## src/rtl/rr_select_pkg.sv

```systemverilog
// Shared constants and helpers for round-robin select blocks.
package rr_select_pkg;

   localparam int unsigned MAX_ENC_WIDTH = 64;
   localparam int unsigned MAX_GRANTS    = 4;

   // Pointer value one past the last grant, wrapping at width (any width, not just powers of 2).
   function automatic int unsigned rr_next_ptr(input int unsigned last_idx,
                                               input int unsigned width);
      return (last_idx + 1 >= width) ? 0 : last_idx + 1;
   endfunction

endpackage

```

## src/rtl/onehot_to_bin.sv

```systemverilog
// Generic one-hot to binary encoder; each output bit is the OR of the lines whose index has it set.
module onehot_to_bin #(
   parameter int unsigned BIT_WIDTH = 16,
   localparam int unsigned IDX_W = (BIT_WIDTH > 1) ? $clog2(BIT_WIDTH) : 1
) (
   input  logic [BIT_WIDTH-1:0] i_onehot,
   output logic [IDX_W-1:0]     o_bin
);

   for (genvar b = 0; b < IDX_W; b++) begin : g_bit
      logic [BIT_WIDTH-1:0] w_sel;
      for (genvar i = 0; i < BIT_WIDTH; i++) begin : g_line
         localparam bit SEL = ((i >> b) & 1) == 1;
         assign w_sel[i] = SEL ? i_onehot[i] : 1'b0;
      end
      assign o_bin[b] = |w_sel;
   end

endmodule

```

## src/rtl/rr_select_encoder.sv

```systemverilog
// Registered round-robin multi-grant encoder with valid/ready output and fairness pointer.
module rr_select_encoder
   import rr_select_pkg::*;
#(
   parameter int unsigned BIT_WIDTH  = 16,
   parameter int unsigned NUM_GRANTS = 2,
   localparam int unsigned IDX_W = (BIT_WIDTH > 1) ? $clog2(BIT_WIDTH) : 1
) (
   input  logic                        i_clk,
   input  logic                        i_rst,
   input  logic [BIT_WIDTH-1:0]        i_req,
   input  logic                        i_out_ready,
   output logic                        o_out_valid,
   output logic [NUM_GRANTS-1:0]       o_grant_valid,
   output logic [NUM_GRANTS*IDX_W-1:0] o_grant_idx,
   output logic [BIT_WIDTH-1:0]        o_grant_mask
);

   if (BIT_WIDTH < 2 || BIT_WIDTH > MAX_ENC_WIDTH || NUM_GRANTS < 1 ||
       NUM_GRANTS > MAX_GRANTS || NUM_GRANTS > BIT_WIDTH) begin : g_param_err
      $error("rr_select_encoder: illegal BIT_WIDTH/NUM_GRANTS combination");
   end

   logic [IDX_W-1:0]            r_ptr;
   logic                        r_out_valid;
   logic [NUM_GRANTS-1:0]       r_grant_valid;
   logic [NUM_GRANTS*IDX_W-1:0] r_grant_idx;
   logic [BIT_WIDTH-1:0]        r_grant_mask;

   logic                        w_load;
   logic [2*BIT_WIDTH-1:0]      w_window;
   logic [BIT_WIDTH-1:0]        w_slot_oh  [NUM_GRANTS];
   logic [IDX_W-1:0]            w_slot_idx [NUM_GRANTS];
   logic [NUM_GRANTS-1:0]       w_slot_v;
   logic [BIT_WIDTH-1:0]        w_mask;
   logic [NUM_GRANTS*IDX_W-1:0] w_idx_flat;
   logic [IDX_W-1:0]            w_last_idx;
   logic [IDX_W-1:0]            w_next_ptr;

   assign w_load = !r_out_valid || i_out_ready;

   // Window over {req, req}: exactly BIT_WIDTH positions starting at ptr, i.e. the rotated order.
   always_comb begin
      w_window = '0;
      for (int unsigned k = 0; k < 2 * BIT_WIDTH; k++) begin
         w_window[k] = (k >= 32'(r_ptr)) && (k < 32'(r_ptr) + BIT_WIDTH);
      end
   end

   // Repeated find-first-set over the window, clearing each winner before the next slot.
   always_comb begin
      logic [2*BIT_WIDTH-1:0] w_work;
      logic                   w_hit;
      w_work   = {i_req, i_req} & w_window;
      w_slot_v = '0;
      for (int g = 0; g < NUM_GRANTS; g++) begin
         w_slot_oh[g] = '0;
         w_hit        = 1'b0;
         for (int k = 0; k < BIT_WIDTH; k++) begin
            if (!w_hit && w_work[k]) begin
               w_hit           = 1'b1;
               w_work[k]       = 1'b0;
               w_slot_oh[g][k] = 1'b1;
            end
         end
         for (int k = 0; k < BIT_WIDTH; k++) begin
            if (!w_hit && w_work[k+BIT_WIDTH]) begin
               w_hit                 = 1'b1;
               w_work[k+BIT_WIDTH]   = 1'b0;
               w_slot_oh[g][k]       = 1'b1;
            end
         end
         w_slot_v[g] = w_hit;
      end
   end

   for (genvar g = 0; g < NUM_GRANTS; g++) begin : g_enc
      onehot_to_bin #(
         .BIT_WIDTH (BIT_WIDTH)
      ) u_enc (
         .i_onehot (w_slot_oh[g]),
         .o_bin    (w_slot_idx[g])
      );
   end

   // Merge slots into the flat index bus and mask; slots fill from 0 so the last valid is the last hit.
   always_comb begin
      w_mask     = '0;
      w_idx_flat = '0;
      w_last_idx = '0;
      for (int g = 0; g < NUM_GRANTS; g++) begin
         w_mask                       = w_mask | w_slot_oh[g];
         w_idx_flat[g*IDX_W +: IDX_W] = w_slot_idx[g];
         if (w_slot_v[g]) begin
            w_last_idx = w_slot_idx[g];
         end
      end
   end

   assign w_next_ptr = IDX_W'(rr_next_ptr(32'(w_last_idx), BIT_WIDTH));

   // Output register and pointer; reset wins over load, hold when stalled.
   always_ff @(posedge i_clk) begin
      if (i_rst) begin
         r_ptr         <= '0;
         r_out_valid   <= 1'b0;
         r_grant_valid <= '0;
         r_grant_idx   <= '0;
         r_grant_mask  <= '0;
      end else if (w_load) begin
         r_out_valid   <= w_slot_v[0];
         r_grant_valid <= w_slot_v;
         r_grant_idx   <= w_idx_flat;
         r_grant_mask  <= w_mask;
         if (w_slot_v[0]) begin
            r_ptr <= w_next_ptr;
         end
      end
   end

   assign o_out_valid   = r_out_valid;
   assign o_grant_valid = r_grant_valid;
   assign o_grant_idx   = r_grant_idx;
   assign o_grant_mask  = r_grant_mask;

endmodule

```

## config.mk

```make
export PLATFORM = sky130hd
export DESIGN_NAME = rr_select_encoder
export DESIGN_NICKNAME = d
export VERILOG_FILES = /design/src/rtl/rr_select_pkg.sv /design/src/rtl/onehot_to_bin.sv /design/src/rtl/rr_select_encoder.sv
export SDC_FILE = /design/constraint.sdc
export NUM_CORES = 1
export LEC_CHECK = 0
export ABC_CLOCK_PERIOD_IN_PS = 3820
export CORE_ASPECT_RATIO = 0.9
export CORE_MARGIN = 2
export CORE_UTILIZATION = 30
export DETAILED_ROUTE_END_ITERATION = 7
export PLACE_DENSITY = 0.54
export SYNTH_ARGS = -nofsm -noshare
export SYNTH_HDL_FRONTEND = slang
export SYNTH_SLANG_ARGS = --single-unit
```

## constraint.sdc

```tcl
create_clock -name i_clk -period 3.82 [get_ports i_clk]
set_input_delay 0.764 -clock i_clk [delete_from_list [all_inputs] [get_ports i_clk]]
set_output_delay 0.764 -clock i_clk [all_outputs]
set_load 0.03 [all_outputs]
```

==> impl_metrics.env <==
export IMPL_p_seq_share_pct=11.1
export IMPL_synthXorXnorAreaFrac_pct=1.63
export IMPL_finalSetupViolations=0
export IMPL_layout_commonest_cell="buf_4"
export IMPL_grtUsageMet2_pct=42.3
export IMPL_p_leak_nw=2.83
export IMPL_setup_tns_ps=0
export IMPL_clk_pin_slew_ps=50
export IMPL_cp_cell_sequence="clkbuf_2 -> or4b_4 -> o21a_4 -> and4_4 -> buf_6 -> nand4_1 -> o211ai_1 -> buf_4 -> and4_4 -> buf_4 -> buf_12 -> o2bb2ai_2 -> nor4b_2 -> buf_4 -> nand4b_4 -> ha_4 -> a211o_1 -> a31oi_1"
export IMPL_clockBufferDepth=2
export IMPL_drive_gt1_share_pct=47.8
export IMPL_worstMarginPinSlew_ps=733
export IMPL_met1_usage_pct=35.9
export IMPL_cts_root_buf="clkbuf_16"
export IMPL_numPortBuffers=45
export IMPL_synth_compound_area_share_pct=34.7
export IMPL_max_cap_viol_count=0
export IMPL_irDropWorstVdd_mv=0.329
export IMPL_synthAdderAreaFrac_pct=0.332
export IMPL_slew_headroom_pct=50.5
export IMPL_async_flop_share_pct=0
export IMPL_io_pins=46
export IMPL_fin_crit_ps=3740
export IMPL_layout_common_cells="226 x buf_4, 52 x nor2_1, 48 x nand2_1"
export IMPL_arrival_ps=3940
export IMPL_cts_tree="done"
export IMPL_pwr_share_comb_pct=79.7
export IMPL_synth_ff_latch_count=30
export IMPL_p_int_mw=2.35
export IMPL_routed_wl_mm=18.2
export IMPL_multi_input_area_um2=3270
export IMPL_cts_num_sinks=30
export IMPL_ys_warn_count=0
export IMPL_busiest_layer="met2"
export IMPL_drc=0
export IMPL_crit_required_ps=4020
export IMPL_vias=5327
export IMPL_grt_use_total_pct=26.7
export IMPL_hold_violations=0
export IMPL_powerDensity_nw_per_um2=641
export IMPL_cts_htree_levels=2
export IMPL_yosysSeqAreaShare_pct=15.9
export IMPL_areaGrowthSynthToFinish_pct=77.7
export IMPL_cp_start_kind="input pin"
export IMPL_slowest_stage="or4b_4"
export IMPL_insertion_delay_ps=270
export IMPL_ant_nets=0
export IMPL_fmax_mhz=267
export IMPL_n_fill_cell=1152
export IMPL_synthMuxAreaShare_pct=0.266
export IMPL_grt_max_degree=23
export IMPL_final_area_um2=6700
export IMPL_cpMostUsedCell="buf_4"
export IMPL_fin_crit_sh_pct=97.9
export IMPL_crit_path_end_kind="flip-flop"
export IMPL_rows=38
export IMPL_diodes=0
export IMPL_switchingPower_mw=1.94
export IMPL_grt_pass1_wl_mm=27.6
export IMPL_p_clk_share_pct=9.2
export IMPL_place_area_um2=5710
export IMPL_cts_made_buffers=5
export IMPL_dieArea_um2=13500
export IMPL_viasPerCell=5.72
export IMPL_initial_core_util_pct=31.0
export IMPL_fp_coreArea_um2=12200
export IMPL_critPathMaxFanout=4
export IMPL_wl_per_cell_um=19.5
export IMPL_antenna_found_initial=0
export IMPL_syn_inst=510
export IMPL_ys_flop_type="dfxtp_1"
export IMPL_synth_cell_types=104
export IMPL_syn_area_um2=3770
export IMPL_use_met3_pct=4.84
export IMPL_gp_congestion=1.00
export IMPL_maxSlewViolCount=0
export IMPL_crit_type="input pin to flip-flop"
export IMPL_first_pass_iters=5
export IMPL_outcome="completed"
export IMPL_min_path_type="flip-flop to flip-flop"
export IMPL_worst_path_largest_cell_delay_ps=470
export IMPL_hpwl_mm=14.0
export IMPL_grt_overflow=0
export IMPL_yosys_area_share_simple_pct=38.1
export IMPL_num_nets_final=791
export IMPL_switching_share_pct=45.2
export IMPL_regArea_um2=613
export IMPL_syn_area_per_cell_um2=7.39
export IMPL_synth_top_family_by_area="simple AND/OR/NAND/NOR gates"
export IMPL_syn_nets=530
export IMPL_die_w_um=122
export IMPL_ctsHoldBuffers=0
export IMPL_drt_iter0_markers=478
export IMPL_synth_edff_count=0
export IMPL_skew_ps=5.19
export IMPL_die_y_um=110
export IMPL_grt_pass1_vias=5177
[kinds of logic (layout without fill, tap and decap cells)]
logic type / count (synthesis) / count (layout)
AOI/OAI and AO/OA: 178 / 178
xor gates and xnor gates: 7 / 7
adders and majority gates: 1 / 1
buffers and inverters: 49 / 310
DFF: 30 / 30
muxes: 1 / 1
and+or+nand+nor: 244 / 245
[final cells by class]
type,instances,area share (%)
flip-flops and latches,30,9.15
well taps,160,2.99
inverters,11,0.616
repair buffers,291,36.1
clock inverters,2,0.187
multi-input cells,432,48.9
clock buffers,6,2.07
[cell usage after synthesis (9+ instances only)]
master     n  area, µm²
o21ai_0   36        180
nor2_1    57        214
nand3_1   20        100
inv_1     11       41.3
a21oi_1   35        175
nand4_1   11       68.8
a31oi_1   13       81.3
nor3_1    16       80.1
buf_6      9        101
dfxtp_1   30        601
a211oi_1  12       90.1
nand2_1   50        188
[power groups by stage]
stage                     registers [mW]  clock network, mW  logic (mW)
final                              0.479              0.394        3.42
after global routing               0.483              0.417        3.62
after CTS                          0.465              0.402        3.18
after detailed placement           0.465                  0        2.85
after global placement             0.462                  0        2.85
after floorplan                    0.531                  0        1.41
[flip-flops by register name (all words and copies together), names as in the netlist]
| name | flops |
|---|---|
| o_grant_idx | 8 |
| o_grant_mask | 16 |
| o_grant_valid | 2 |
| r_ptr | 4 |
[stage by stage]
step / hold slack [ps] / utilization (%) / setup slack [ps] / cells / power [mW]
after CTS: 461 / 52.5 / 7.05 / 919 / 4.05
after global routing: 483 / 55.0 / -21.8 / 932 / 4.52
after floorplan: 580 / - / 78.6 / 510 / 1.94
final: 460 / 55.0 / 81.0 / 932 / 4.30
after detailed placement: 453 / 46.9 / -626 / 883 / 3.31
after global placement: 441 / 46.9 / -601 / 883 / 3.31
[layer usage]
metal | vias to the layer above | share of wire, % | routed length (µm)
met4 | 0 | 2.8 | 515
met1 | 2557 | 44 | 8010
met5 | - | 0 | 0
li1 | 2474 | - | -
met3 | 42 | 7.0 | 1280
met2 | 254 | 46 | 8400
[critical path, delay by kind of cell]
family,cells,cell delay (ps)
AO/OA/AOI/OAI,5,840
buffers and inverters,6,810
AND/OR/NAND/NOR,6,1330
adder cells (fa/ha/maj),1,190
[worst paths after layout]
kind	start	to	slack, ps	depth (start not counted)
min reg2reg	o_grant_mask[12]$_SDFFE_PP0N_	o_grant_mask[12]$_SDFFE_PP0N_	460	2
max reg2reg	r_ptr[3]$_SDFFE_PP0P_	r_ptr[3]$_SDFFE_PP0P_	90	18
max	i_req[4]	r_ptr[3]$_SDFFE_PP0P_	80	18
min	o_grant_mask[12]$_SDFFE_PP0N_	o_grant_mask[12]$_SDFFE_PP0N_	460	2
[timing repair]
action | CTS | global route
cloned | 1 | 0
resized for setup | 70 | 58
buffers inserted | 28 | 15
pin swaps | 36 | 46
endpoints found under the setup margin | 6 | 5
Power figures use the tool's default switching activity.
